==> src/rtl/pipe_ctrl_pkg.sv <==
// Shared encodings and default timing for the pipeline hazard controller.
// Imported by pipeline_hazard_ctrl and md_busy_timer.
package pipe_ctrl_pkg;

    localparam logic [1:0] PC_SEQ = 2'b00;
    localparam logic [1:0] PC_EXC = 2'b01;
    localparam logic [1:0] PC_EPC = 2'b10;

    localparam int MULT_CYCLES_DEF = 5;
    localparam int DIV_CYCLES_DEF  = 10;
    localparam int CNT_W_DEF       = 4;

    typedef enum logic {
        RUN     = 1'b0,
        MD_BUSY = 1'b1
    } md_state_e;

endpackage

==> src/rtl/pipeline_hazard_ctrl_md_busy_timer.sv <==
// Mult/div busy timer: RUN/MD_BUSY FSM with a down-counter.
// md_busy is high for exactly N cycles, starting the cycle after start.
module md_busy_timer
    import pipe_ctrl_pkg::*;
#(
    parameter int MULT_CYCLES = MULT_CYCLES_DEF,
    parameter int DIV_CYCLES  = DIV_CYCLES_DEF,
    parameter int CNT_W       = CNT_W_DEF
) (
    input  logic clk,
    input  logic reset,
    input  logic start,
    input  logic is_div,
    output logic md_busy
);

    md_state_e        state_q, state_d;
    logic [CNT_W-1:0] cnt_q, cnt_d;

    // State and counter registers; reset aborts any operation in flight.
    always_ff @(posedge clk) begin
        if (!reset) begin
            state_q <= RUN;
            cnt_q   <= '0;
        end else begin
            state_q <= state_d;
            cnt_q   <= cnt_d;
        end
    end

    // Next state: load on start, count down, leave when the count hits 0.
    always_comb begin
        state_d = state_q;
        cnt_d   = cnt_q;
        unique case (state_q)
            RUN: begin
                if (start) begin
                    state_d = MD_BUSY;
                    cnt_d   = is_div ? CNT_W'(DIV_CYCLES)
                                     : CNT_W'(MULT_CYCLES);
                end
            end
            MD_BUSY: begin
                cnt_d = cnt_q - CNT_W'(1);
                if (cnt_q <= CNT_W'(1)) begin
                    state_d = RUN;
                    cnt_d   = '0;
                end
            end
            default: begin
                state_d = RUN;
                cnt_d   = '0;
            end
        endcase
    end

    assign md_busy = (state_q == MD_BUSY) & reset;

endmodule

==> src/rtl/pipeline_hazard_ctrl.sv <==
// Stall/flush scheduler for the five-stage pipeline registers and PC.
// Optional HAZARD_STATS_EN adds stall_cnt/flush_cnt event counters.
module pipeline_hazard_ctrl
    import pipe_ctrl_pkg::*;
#(
    parameter int MULT_CYCLES = MULT_CYCLES_DEF,
    parameter int DIV_CYCLES  = DIV_CYCLES_DEF,
    parameter int CNT_W       = CNT_W_DEF
) (
    input  logic        clk,
    input  logic        reset,
    input  logic [4:0]  id_rs,
    input  logic [4:0]  id_rt,
    input  logic        id_use_rs,
    input  logic        id_use_rt,
    input  logic        id_is_md,
    input  logic        ex_load,
    input  logic [4:0]  ex_dst,
    input  logic        ex_md_start,
    input  logic        ex_md_is_div,
    input  logic        mem_exc,
    input  logic        mem_eret,
    output logic        en_pc,
    output logic        en_fd,
    output logic        en_de,
    output logic        en_em,
    output logic        en_mw,
    output logic        clr_fd,
    output logic        clr_de,
    output logic        clr_em,
    output logic        clr_mw,
    output logic [1:0]  pc_sel,
`ifdef HAZARD_STATS_EN
    output logic [31:0] stall_cnt,
    output logic [31:0] flush_cnt,
`endif
    output logic        md_busy
);

    logic load_use;
    logic md_stall;
    logic stall;
    logic flush;
    logic md_start;

    assign flush    = mem_exc | mem_eret;
    assign md_start = ex_md_start & ~flush;

    md_busy_timer #(
        .MULT_CYCLES (MULT_CYCLES),
        .DIV_CYCLES  (DIV_CYCLES),
        .CNT_W       (CNT_W)
    ) u_md_timer (
        .clk     (clk),
        .reset   (reset),
        .start   (md_start),
        .is_div  (ex_md_is_div),
        .md_busy (md_busy)
    );

    // Hazard detection: load-use on rs/rt and HI/LO access behind mult/div.
    always_comb begin
        load_use = ex_load & (ex_dst != 5'd0) &
                   ((id_use_rs & (id_rs == ex_dst)) |
                    (id_use_rt & (id_rt == ex_dst)));
        md_stall = id_is_md & (md_busy | ex_md_start);
        stall    = load_use | md_stall;
    end

    // Register controls; reset, then flush, then stall in priority order.
    always_comb begin
        en_pc  = 1'b1;
        en_fd  = 1'b1;
        en_de  = 1'b1;
        en_em  = 1'b1;
        en_mw  = 1'b1;
        clr_fd = 1'b0;
        clr_de = 1'b0;
        clr_em = 1'b0;
        clr_mw = 1'b0;
        pc_sel = PC_SEQ;
        if (!reset) begin
            clr_fd = 1'b1;
            clr_de = 1'b1;
            clr_em = 1'b1;
            clr_mw = 1'b1;
        end else if (flush) begin
            // The faulting instruction reaches W and is nullified there.
            clr_fd = 1'b1;
            clr_de = 1'b1;
            clr_em = 1'b1;
            pc_sel = mem_exc ? PC_EXC : PC_EPC;
        end else if (stall) begin
            en_pc  = 1'b0;
            en_fd  = 1'b0;
            clr_de = 1'b1;
        end
    end

`ifdef HAZARD_STATS_EN
    logic [31:0] stall_cnt_q, stall_cnt_d;
    logic [31:0] flush_cnt_q, flush_cnt_d;

    // Event counters; a stall hidden by a flush is not counted.
    always_comb begin
        stall_cnt_d = stall_cnt_q;
        flush_cnt_d = flush_cnt_q;
        if (flush) begin
            flush_cnt_d = flush_cnt_q + 32'd1;
        end else if (stall) begin
            stall_cnt_d = stall_cnt_q + 32'd1;
        end
    end

    // Counter registers, cleared by reset and free to wrap.
    always_ff @(posedge clk) begin
        if (!reset) begin
            stall_cnt_q <= '0;
            flush_cnt_q <= '0;
        end else begin
            stall_cnt_q <= stall_cnt_d;
            flush_cnt_q <= flush_cnt_d;
        end
    end

    assign stall_cnt = stall_cnt_q;
    assign flush_cnt = flush_cnt_q;
`endif

endmodule

==> config.mk <==
export PLATFORM = sky130hd
export DESIGN_NAME = pipeline_hazard_ctrl
export DESIGN_NICKNAME = d
export VERILOG_FILES = /design/src/rtl/pipe_ctrl_pkg.sv /design/src/rtl/pipeline_hazard_ctrl_md_busy_timer.sv /design/src/rtl/pipeline_hazard_ctrl.sv
export SDC_FILE = /design/constraint.sdc
export NUM_CORES = 1
export LEC_CHECK = 0
export ABC_AREA = 1
export CORE_MARGIN = 1
export CORE_UTILIZATION = 36
export DETAILED_ROUTE_END_ITERATION = 7
export PLACE_DENSITY_LB_ADDON = 0.1
export SYNTH_ARGS = -nofsm -noshare
export SYNTH_HDL_FRONTEND = slang
export SYNTH_SLANG_ARGS = --single-unit
==> constraint.sdc <==
create_clock -name clk -period 2 [get_ports clk]
set_input_delay 0.6 -clock clk [delete_from_list [all_inputs] [get_ports clk]]
set_output_delay 0.6 -clock clk [all_outputs]
set_load 0.01 [all_outputs]
==> results of run 1 <==
==> through the flow <==
step / util (%) / total power, mW
global placement: 62.1 / 0.281
floorplan: - / 0.202
detailed placement: 62.1 / 0.284
global route: 64.0 / 0.431
CTS: 60.3 / 0.393
finish: 64.0 / 0.403
==> how the worst min path moves through the flow <==
stage / start / end / slack, ns / cells past startpoint
final: u_md_timer.state_q / u_md_timer.state_q / 0.51 / 1
after global routing: u_md_timer.state_q / u_md_timer.state_q / 0.52 / 1
after CTS: u_md_timer.state_q / u_md_timer.state_q / 0.51 / 1
after detailed placement: u_md_timer.state_q / u_md_timer.state_q / 0.49 / 1
after global placement: u_md_timer.state_q / u_md_timer.state_q / 0.49 / 1
after floorplan: u_md_timer.state_q / u_md_timer.state_q / 0.46 / 1
==> power groups by stage <==
stage,Clock [mW],Sequential [mW],Combinational (mW)
after detailed placement,0,0.119,0.165
after CTS,0.123,0.117,0.153
after floorplan,0,0.118,0.0848
after global placement,0,0.119,0.162
final,0.119,0.117,0.167
after global routing,0.125,0.118,0.188
==> cells in the mapped netlist <==
cell type,instances
a211oi_1,1
nand4_1,1
nand3_1,3
nand2_2,1
nor2_1,12
xor2_1,2
dfxtp_1,5
inv_1,21
nand2_1,40
nor3_2,1
nor3b_1,1
ha_1,2
inv_2,3
a21oi_1,4
o21ai_0,7
buf_4,5
nor3_1,1
conb_1,1
nor2_2,1
==> logic make-up (layout without fill, tap and decap cells) <==
logic type | count (synthesis) | count (layout) | synth area share [%]
buffers and inverters | 29 | 68 | 21.7
DFF | 5 | 5 | 17.0
AOI/OAI and AO/OA | 12 | 12 | 10.6
adders and majority gates | 2 | 2 | 4.25
and+or+nand+nor | 61 | 61 | 42.8
xor gates and xnor gates | 2 | 2 | 2.98
other | 1 | 3 | 0.638
==> routing by layer <==
layer / track usage, % / vias up / wire [um]
li1: - / 413 / -
met1: 17.7 / 322 / 647
met2: 27.1 / 22 / 684
met3: 5.60 / 3 / 115
met4: 3.75 / 0 / 11
met5: 0 / - / 0
==> worst max-delay path, delay by kind of cell <==
family	cells	cell delay, ns
buffers and inverters	3	0.29
AND/OR/NAND/NOR	8	0.50
==> final cells by class <==
| class | instances | area, um2 | area share (%) |
|---|---|---|---|
| Clock inverter | 1 | 5.00 | 0.513 |
| Tap cell | 16 | 20.0 | 2.05 |
| Timing Repair Buffer | 40 | 323 | 33.1 |
| Inverter | 24 | 95.1 | 9.76 |
| Sequential cell | 5 | 100 | 10.3 |
| Multi-Input combinational cell | 80 | 409 | 42.0 |
| Clock buffer | 3 | 22.5 | 2.31 |
==> sequential cells by signal, indices dropped and copies added (netlist names) <==
name,count
u_md_timer.cnt_q,4
u_md_timer.state_q,1
==> timing repair <==
| action | 4_1_cts | 5_1_grt |
|---|---|---|
| endpoints found under the setup margin | 9 | 6 |
| gates cloned | 0 | 0 |
| pin swaps | 27 | 18 |
| buffers inserted | 1 | 1 |
| gates resized for setup | 106 | 29 |
==> flow_summary_export.csv, run 1 <==
group,metric,value,unit
yosys,synth_cells,112,
critical_path,crit_end,"en_fd",
final_layout,drive_gt1_share,41.2,%
routing,wl_per_cell,8.63,um
clocking,cts_hold_buf,0,
critical_path,criticalPathCategory,"input pin to output port",
yosys,ys_seq_area_share,17.0,%
clocking,worstSkewPairLatency,0.25,ns
sta,layout_setup_ws,0.0133,ns
sta,setup_violations,0,
clocking,clockBufferDepth,2,
yosys,synth_top_area_share,25.5,%
final_layout,syn_to_final_growth,65.7,%
power_and_ir_drop,p_sw,0.137,mW
clocking,cts.clk_slew.worst_paths,0.05,ns
run,max_cap_viol_count,0,
final_layout,n_fill_cell,149,
sta,rsz0062_at_grt,"yes",
global_route,grt_pass1_wl,2210,um
place,dp_hpwl,1180,um
critical_path,path_cells,"buf_4 > inv_2 > nand2_1 > nand2_1 > nor2_2 > nand3_1 > nand2_1 > nand2_1 > nand2_1 > nand2_1 > buf_2",
critical_path,crit_path_end_kind,"output port",
worst_hold_path,hold_path.class,"flop to flop",
power_and_ir_drop,switching_share,34.0,%
global_route,grt_remaining_overflow,0,
critical_path,regToRegSetupSlack,0.67,ns
place,io_buffers,33,
power_and_ir_drop,ir_drop,0.357,mV
clocking,clock_sinks,5,
place,place_area,946,um2
critical_path,start_kind,"input pin",
place,preCtsSetupSlack,-0.812,ns
sta,fmax,0.503,GHz
clocking,root_buffer,"clkbuf_4",
floorplan,dieHeight,42.4,um
routing,via_per_inst,4.50,
power_and_ir_drop,internal-power,0.266,mW
clocking,numCtsBuffers,3,
clocking,cts_tree,"yes",
global_route,grt_max_degree,8,
clocking,htreeDepth,1,
final_layout,nNetsFinal,181,
power_and_ir_drop,sequentialPowerShare,29.1,%
critical_path,timing.rr.start,"u_md_timer.cnt_q[0]",
yosys,syn_area,588,um2
sta,worst_hold_slack,0.511,ns
final_layout,final_cell_mix,"nand2_1, inv_1, nand2_2, buf_2, nor2_1",
critical_path,critPathRequiredTime,1.40,ns
sta,drv_slew,0,
run_status,status,"completed",
floorplan,ios,37,
global_route,antenna_found_initial,0,
power_and_ir_drop,pwr_density_cell,414,mW/mm2
power_and_ir_drop,leakagePower,0.565,nW
sta,period_minus_slack,1.99,ns
final_layout,fin_cells,169,
floorplan,die_area,0.00180,mm2
yosys,yosysUniqueCellTypes,19,
yosys,yosysTopAreaCell,"nand2_1",
critical_path,path_max_fanout,4,
floorplan,start_util,38.6,%
yosys,ys_ff_latch,5,
global_route,grt_pass1_vias,616,
floorplan,rows,14,
yosys,synth.area.top_cells,"nand2_1, dfxtp_1, inv_1",
routing,drt_iter0_markers,8,
yosys,synth_warnings,0,
floorplan,fp.coreArea,0.00152,mm2
global_route,gr-usage-all-layers,15.5,%
critical_path,arrival,1.39,ns
yosys,avgSynthCellArea,5.25,um2
place,gp_congestion,0.748,
critical_path,cp_slowest_stage_delay,0.14,ns
critical_path,crit_top_cell,"nand2_1",
final_layout,final_common_cell,"nand2_1",
floorplan,die_w,42.4,um
critical_path,worst-r2r-cell-count,7,
critical_path,rr_endpoint,"u_md_timer.cnt_q[2]",
sta,fin_crit_sh,99.3,%
routing,postRouteAntennaNets,0,
final_layout,n_antenna_cell,0,
routing,totalWireLength,1460,um
power_and_ir_drop,power.share.clock,29.4,%
routing,route.detailed.drc,0,
final_layout,fin_area,975,um2
sta,fin_skew,0.00149,ns
routing,vias,760,
sta,final_hold_viol_count,0,
place,placed_cells,163,
sta,setup_tns,0,ns
critical_path,cp_slowest_cell,"buf_2",
power_and_ir_drop,p_comb_share,41.5,%
critical_path,crit_start,"ex_dst[0]",
routing,drtPass1Iterations,3,
(Power assumes the default switching activity.)
==> run 2: changes to the inputs <==
- SETUP_SLACK_MARGIN: unset -> 0.2
==> flow_summary_export.csv, run 2 (same netlist as run 1, synthesis figures left out) <==
group,metric,value,unit
sta,fmax,0.503,GHz
worst_hold_path,whs_endpoint,"u_md_timer.state_q",
clocking,clock_sinks,5,
floorplan,die_w,42.4,um
place,io_buffers,33,
clocking,worstSkewPairLatency,0.25,ns
sta,fin_skew,0.00657,ns
run_status,status,"completed",
sta,setup_tns,0,ns
place,place_area,986,um2
final_layout,syn_to_final_growth,88.9,%
critical_path,criticalPathCategory,"input pin to output port",
critical_path,path_max_fanout,2,
global_route,antenna_found_initial,0,
power_and_ir_drop,sequentialPowerShare,27.1,%
critical_path,crit_top_cell,"nand2_2",
power_and_ir_drop,leakagePower,0.606,nW
floorplan,start_util,38.6,%
worst_hold_path,hold_path_depth,1,
clocking,clockBufferDepth,2,
worst_hold_path,hold_path.class,"flop to flop",
routing,wl_per_cell,9.79,um
final_layout,reg.largest.list,"u_md_timer.cnt_q: 4 flops, u_md_timer.state_q: 1 flops",
global_route,gr-usage-all-layers,20.8,%
place,dp_hpwl,1240,um
place,placed_cells,165,
routing,vias,811,
critical_path,start_kind,"input pin",
sta,fin_crit_sh,99.4,%
floorplan,die_area,0.00180,mm2
critical_path,arrival,1.39,ns
place,gp_congestion,0.804,
sta,setup_violations,0,
final_layout,fin_cells,172,
final_layout,largest_register_ffs,4,
critical_path,crit_path_end_kind,"output port",
sta,drv_slew,0,
worst_hold_path,worstHoldStart,"u_md_timer.state_q",
power_and_ir_drop,switching_share,33.4,%
final_layout,regMostFlops,"u_md_timer.cnt_q",
sta,worst_hold_slack,0.509,ns
power_and_ir_drop,ir_drop,0.406,mV
clocking,cts_tree,"yes",
routing,totalWireLength,1680,um
clocking,numCtsBuffers,3,
critical_path,cp_slowest_cell,"clkdlybuf4s50_1",
floorplan,rows,14,
run,max_cap_viol_count,0,
global_route,grt_max_degree,6,
floorplan,dieHeight,42.4,um
power_and_ir_drop,total_power,0.435,mW
power_and_ir_drop,pwr_density_cell,391,mW/mm2
clocking,cts.clk_slew.worst_paths,0.05,ns
sta,period_minus_slack,1.99,ns
routing,via_per_inst,4.72,
floorplan,ios,37,
floorplan,fp.coreArea,0.00152,mm2
critical_path,timing.rr.start,"u_md_timer.cnt_q[0]",
power_and_ir_drop,p_sw,0.145,mW
critical_path,critPathRequiredTime,1.40,ns
critical_path,cp_slowest_stage_delay,0.48,ns
power_and_ir_drop,power.share.clock,27.3,%
clocking,root_buffer,"clkbuf_4",
power_and_ir_drop,p_comb_share,45.6,%
routing,route.detailed.drc,0,
critical_path,rr_endpoint,"u_md_timer.cnt_q[1]",
routing,postRouteAntennaNets,0,
global_route,grt_pass1_wl,2900,um
clocking,cts_hold_buf,0,
final_layout,n_fill_cell,139,
sta,final_hold_viol_count,0,
final_layout,fin_area,0.00111,mm2
routing,drtPass1Iterations,4,
global_route,grt_pass1_vias,758,
sta,rsz0062_at_grt,"yes",
critical_path,worst-r2r-cell-count,7,
final_layout,final_common_cell,"nand2_2",
final_layout,final_cell_mix,"nand2_2, nand2_1, buf_6, inv_1",
final_layout,nNetsFinal,184,
critical_path,regToRegSetupSlack,0.66,ns
final_layout,n_antenna_cell,0,
routing,drt_iter0_markers,16,
critical_path,path_cells,"clkdlybuf4s50_1 > o21ai_2 > nand2_2 > nand2_2 > buf_6",
global_route,grt_remaining_overflow,0,
power_and_ir_drop,internal-power,0.289,mW
final_layout,drive_gt1_share,51.3,%
clocking,htreeDepth,1,
## run 2: repair_timing
item	in CTS	in global routing
gates resized for setup	133	40
setup endpoints to repair	9	7
setup buffers	2	1
pin swaps	29	15
## run 2: area by class of cell
class | instances | area, um2 | share of cell area, %
multi-input combinational | 80 | 442 | 39.8
tap | 16 | 20.0 | 1.80
inverter | 24 | 118 | 10.6
clock buffer | 4 | 26.3 | 2.36
sequential | 5 | 100 | 9.01
timing repair buffer | 43 | 405 | 36.5
## run 2: stage by stage
step	util, %	setup WS [ns]
floorplan	-	0.162
global placement	64.7	-0.842
detailed placement	64.7	-0.867
CTS	66.7	0.00513
global route	72.9	-0.0633
finish	72.9	0.0113
## run 2: worst max path at each step
stage                         start     end  slack (ns)  depth (start not counted)
after floorplan            id_rs[0]   en_pc        0.16                         10
after global placement     id_rt[0]   en_fd       -0.84                         10
after detailed placement   id_rs[2]  clr_de       -0.87                         10
after CTS                 ex_dst[4]   en_pc       0.005                         11
after global routing      ex_dst[1]   en_fd       -0.06                         11
final                      id_is_md   en_pc        0.01                          5
## run 2: routing by layer
| metal | wire length, um | GRT usage, % | vias up |
|---|---|---|---|
| met5 | 0 | 0 | - |
| met4 | 30 | 12.5 | 0 |
| met3 | 108 | 5.17 | 4 |
| met2 | 866 | 34.8 | 31 |
| met1 | 679 | 23.5 | 357 |
| li1 | - | - | 419 |
## run 2: power groups by stage
stage	logic, mW	clock network, mW	registers (mW)
final	0.198	0.119	0.118
after global routing	0.221	0.126	0.119
after CTS	0.174	0.123	0.118
after detailed placement	0.174	0	0.120
after global placement	0.171	0	0.119
after floorplan	0.0888	0	0.118
## run 2: worst max-delay path: cells and delay by family
family | cells | cell delay, ns
buffers and inverters | 2 | 0.60
AND/OR/NAND/NOR | 2 | 0.13
AO/OA/AOI/OAI | 1 | 0.07
==> edit 1, RTL diff (settings of run 2) <==
Build with the macro `HAZARD_STATS_EN` defined.
--- a/src/rtl/pipeline_hazard_ctrl.sv
+++ b/src/rtl/pipeline_hazard_ctrl.sv
@@ -1,5 +1,7 @@
 // Stall/flush scheduler for the five-stage pipeline registers and PC.
 // Optional HAZARD_STATS_EN adds stall_cnt/flush_cnt event counters.
+`define HAZARD_STATS_EN
+
 module pipeline_hazard_ctrl
     import pipe_ctrl_pkg::*;
 #(
Behaviour (old outputs only; new: flush_cnt and stall_cnt): unchanged (equiv_simple and equiv_induct, registers matched by name and starting in step).
==> edit 1 against run 2 <==
Count of clock-buffer cells in the layout increased by 9; the run now ends with setup timing left; design area increased to 5.3 times the old value; global-route usage is 0.44 points lower; highest routed layer unchanged; sequential cell count grew 64; critical path type unchanged; setup slack got worse by 0.14 ns; total power increased to 7.5 times the old value; area after synthesis rose to 6.9 times the old value; register-to-register slack worse by 0.33 ns; wire length rose to 7.4 times the old value.
==> edit 1: results (changes against run 2) <==
Critical path
  – Delay-heaviest family, CP: simple AND/OR/NAND/NOR gates
  – Reg2reg end: stall_cnt[31]
  – R2R Setup Slk: 0.33 ns (-0.33 ns)
  – Crit path launch: ex_dst[3]
  – FF-to-FF path depth: 9 (+2)
  – CP max FO: 4 (+2)

Global routing
  – Met1 Usage GRT: 25.1% (+1.6 points)
  – Total track usage: 20.4% (-0.44 points)
  – Largest net degree at the start of global routing: 65 (+59)
  – GR Layer Usage met2: 34.6% (-0.19 points)
  – GR met3 Demand/Resource: 4.94% (-0.23 points)
  – Vias in the first global route: 4184 (+450%)

Placement
  – Port Buf Inserts: 97 (+190%)
  – Detailed placement HPWL: 8510 um (+580%)
  – Worst slack, placed: -0.911 ns (-0.0447 ns)
  – Placed cell area: 5350 um2 (+440%)

Layout
  – Final non-clock buffer share: 21.7% (-15 points)
  – Fraction of layout cells with a size suffix above 1: 22.4% (-29 points)
  – Sequential Area: 1420 um2 (+1300%)
  – Final nets: 822 (+350%)
  – CLK BUF: 13 (+9)
  – Clock buf/inv share: 4.54% (+2.2 points)
  – Inverter count: 80 (+230%)
  – Fillers: 1132 (+710%)
  – Multi-input logic portion of the cell area: 41.2% (+1.4 points)
  – Multi-input comb cells: 488 (+510%)
  – Buffers excl. clock: 145 (+240%)
  – Fraction of area in registers: 24.0% (+15 points)

Detailed routing
  – Met2 wire length: 6120 um (+610%)
  – Met3 WL post-DR: 497 um (+360%)
  – Avg WL per Cell: 13.3 um (+36%)
  – Vias: 4601 (+470%)
  – WL met1: 5610 um (+730%)
  – DRT Pass-1 Iters: 5 (+1)
  – Drt initial violations: 238 (+222)

Timing
  – Max Clock Skew: 0.00877 ns (+0.00220 ns)
  – Final setup viols: 3 (+3)
  – Final setup margin: -0.129 ns (-0.140 ns)
  – Final TNS setup: -0.328 ns (-0.328 ns)

Hold path
  – Hold wc startpoint: flush_cnt[12]
  – Hold depth: 2 (+1)

Clock tree
  – Clock latency on the worst-skew pair: 0.33 ns (+0.08 ns)
  – CTS root buf: clkbuf_16
  – H-tree Lvls: 3 (+2)
  – CTS buffer count: 9 (+6)

Synth
  – Yosys reg bits: 69 (+64)
  – Top post-synthesis cells by area: dfxtp_1, nand2_1, nor2_1, nand3_1, inv_1
  – Sequential cell area fraction in the yosys report: 33.9% (+17 points)
  – Top cells by count, synth: nand2_1, nor2_1, inv_1
  – Post-synthesis cell type count: 34 (+15)
  – Post-Synth Adder-Cell Area: 1.23% (-3.0 points)
  – Xor/xnor share of the synthesized area: 0.644% (-2.3 points)

Pwr
  – Internal Power: 2.46 mW (+750%)
  – Sequential Power Share: 43.0% (+16 points)
  – Seq pwr: 1.40 mW (+1100%)
  – Peak VDD IR: 0.413 mV (+1.9%)

Run status
  – Outcome: complete, but fails checks
  – Failing checks: setup timing
[edit 1: cell count changes in the layout (fill, tap and decap cells not counted), sizes merged, moves of 4 or more]
cell / before / now
a21oi: 4 / 53
a221oi: 0 / 4
buf: 34 / 64
clkbuf: 7 / 22
dfxtp: 5 / 69
dlygate4sd2: 3 / 67
inv: 24 / 80
nand2: 41 / 175
nand3: 3 / 61
nand4: 1 / 13
nor2: 13 / 127
nor3: 2 / 16
o21ai: 7 / 18
[edit 1: through the flow]
| step | hold WS (ns) | cells |
|---|---|---|
| after global placement | 0.451 | 903 |
| after detailed placement | 0.452 | 903 |
| after floorplan | 0.479 | 659 |
| after CTS | 0.461 | 923 |
| final | 0.458 | 936 |
| after global routing | 0.503 | 936 |
[edit 1: timing repair]
action / in CTS / in global routing
buffers inserted: 6 / 7
cloned: 0 / 6
resized for setup: 194 / 52
endpoints found under the setup margin: 130 / 54
pin swaps: 24 / 30
==> edit 2, RTL diff (config.mk and constraints of run 2) <==
Without the edit above. Add an input register stage for `ex_md_is_div`; this delays it by one clock. The other inputs are not delayed to match.
--- a/src/rtl/pipeline_hazard_ctrl.sv
+++ b/src/rtl/pipeline_hazard_ctrl.sv
@@ -37,6 +37,12 @@
     output logic        md_busy
 );
 
+    logic ex_md_is_div_q;
+
+    always_ff @(posedge clk) begin
+        ex_md_is_div_q <= ex_md_is_div;
+    end
+
     logic load_use;
     logic md_stall;
     logic stall;
@@ -54,7 +60,7 @@
         .clk     (clk),
         .reset   (reset),
         .start   (md_start),
-        .is_div  (ex_md_is_div),
+        .is_div  (ex_md_is_div_q),
         .md_busy (md_busy)
     );
 
Formal check against the unedited RTL: not equivalent (Yosys sat finds a counterexample within 10 cycles, from zero or initial values and one cycle with reset low).
==> edit 2 against run 2 <==
Core utilization down 4.8 points; wire length is 11% lower; design area down 4.4%; total power fell by 2.0%; area after synthesis increased by 4.9%; setup slack gained 0.023 ns; count of clock-buffer cells in the layout decreased by 1; combinational power shrank 8%; the flow now finishes with violations (DRC); sequential cell count grew 1.
==> edit 2: results (changes against run 2) <==
Critical path
  – CP peak stage delay: 0.12 ns (-0.36 ns)
  – Crit path launch: id_rs[2]
  – Delay-heaviest family, CP: simple AND/OR/NAND/NOR gates
  – R2r startpoint: u_md_timer.cnt_q[0]
  – Critical Path End: en_fd
  – FF-to-FF path depth: 6 (-1)
  – Worst Path Arrival: 1.37 ns (-0.02 ns)
  – CP max stage cell: buf_6
  – R2R Setup Slk: 0.74 ns (+0.08 ns)

Global routing
  – Met1 Usage GRT: 22.5% (-0.99 points)
  – Vias in the first global route: 732 (-3.4%)
  – GR Layer Usage met2: 35.5% (+0.69 points)
  – First-pass GRT wire length: 2810 um (-3.1%)
  – GR met3 Demand/Resource: 5.42% (+0.24 points)

Run status
  – Outcome: complete, but fails checks
  – Failing checks: DRC

Detailed routing
  – Drt initial violations: 14 (-2)
  – Avg WL per Cell: 8.90 um (-9.1%)
  – Drt total wl: 1500 um (-11%)
  – WL met1: 614 um (-9.6%)
  – Met3 WL post-DR: 109 um (+0.93%)
  – Vias: 777 (-4.2%)
  – Highest routed layer: met3
  – Post-route DRC violation count: 6 (+6)
  – DRT Pass-1 Iters: 6 (+2)

Pwr
  – Switching power of the nets: 0.134 mW (-8.0%)
  – P per Cell Area: 401 nW/um2 (+2.5%)
  – Clock network power share: 25.6% (-1.7 points)
  – P_comb: 0.182 mW (-8%)
  – Peak VDD IR: 0.529 mV (+31%)

Synth
  – Sequential cell area fraction in the yosys report: 19.5% (+2.5 points)
  – Post-synthesis cell type count: 17 (-2)
  – Top post-synthesis cells by area: nand2_1, dfxtp_1, inv_1, nor2_1, o21ai_0
  – Synth Area per Inst: 5.36 um2 (+2.2%)
  – Top cells by count, synth: nand2_1, inv_1, nor2_1

Timing
  – Worst Hold Slack: 0.529 ns (+0.0194 ns)
  – Crit path time final: 1.97 ns (-0.0233 ns)
  – Max Clock Skew: 0.00636 ns (-0.000205 ns)

Layout
  – Final nets: 182 (-1.1%)
  – Fraction of layout cells with a size suffix above 1: 37.9% (-13 points)
  – Fillers: 137 (-1.4%)
  – Largest regs: u_md_timer.cnt_q: 4 flops, ex_md_is_div_q: 1 flops, u_md_timer.state_q: 1 flops

Placement
  – Detailed placement HPWL: 1270 um (+2.3%)
  – Worst slack, placed: -0.860 ns (+0.00648 ns)
  – Routability congestion estimate from global placement: 0.750 (-6.7%)
  – Placed cell area: 985 um2 (-0.13%)
  – Placed Instances: 164 (-0.61%)

Hold path
  – Hold Crit Class: reg -> reg
  – Hold Path Sink: u_md_timer.cnt_q[3]
  – Hold depth: 2 (+1)
  – Hold wc startpoint: u_md_timer.cnt_q[3]
[edit 2: final cells by class]
class | instances | area (um2) | share of cell area (%)
Tap cell | 16 | 20.0 | 1.88
Multi-Input combinational cell | 80 | 403 | 37.9
Inverter | 26 | 123 | 11.5
Clock buffer | 3 | 22.5 | 2.12
Sequential cell | 6 | 120 | 11.3
Timing Repair Buffer | 38 | 374 | 35.2
[edit 2: what timing repair did]
item	in CTS	in global routing
endpoints found under the setup margin	9	5
buffers inserted	2	0
pin swaps	27	18
hold endpoints to repair	0	0
resized for setup	138	14
[edit 2: logic make-up (layout without fill, tap and decap cells)]
| kind of cell | Yosys count | after routing | share of synthesized area [%] |
|---|---|---|---|
| XOR/XNOR | 2 | 2 | 2.84 |
| other | 1 | 3 | 0.608 |
| adder cells (fa/ha/maj) | 2 | 2 | 4.06 |
| AO/OA/AOI/OAI | 13 | 13 | 11.8 |
| AND/OR/NAND/NOR | 60 | 60 | 39.4 |
| flip-flops | 6 | 6 | 19.5 |
| buffers and inverters | 31 | 67 | 21.9 |
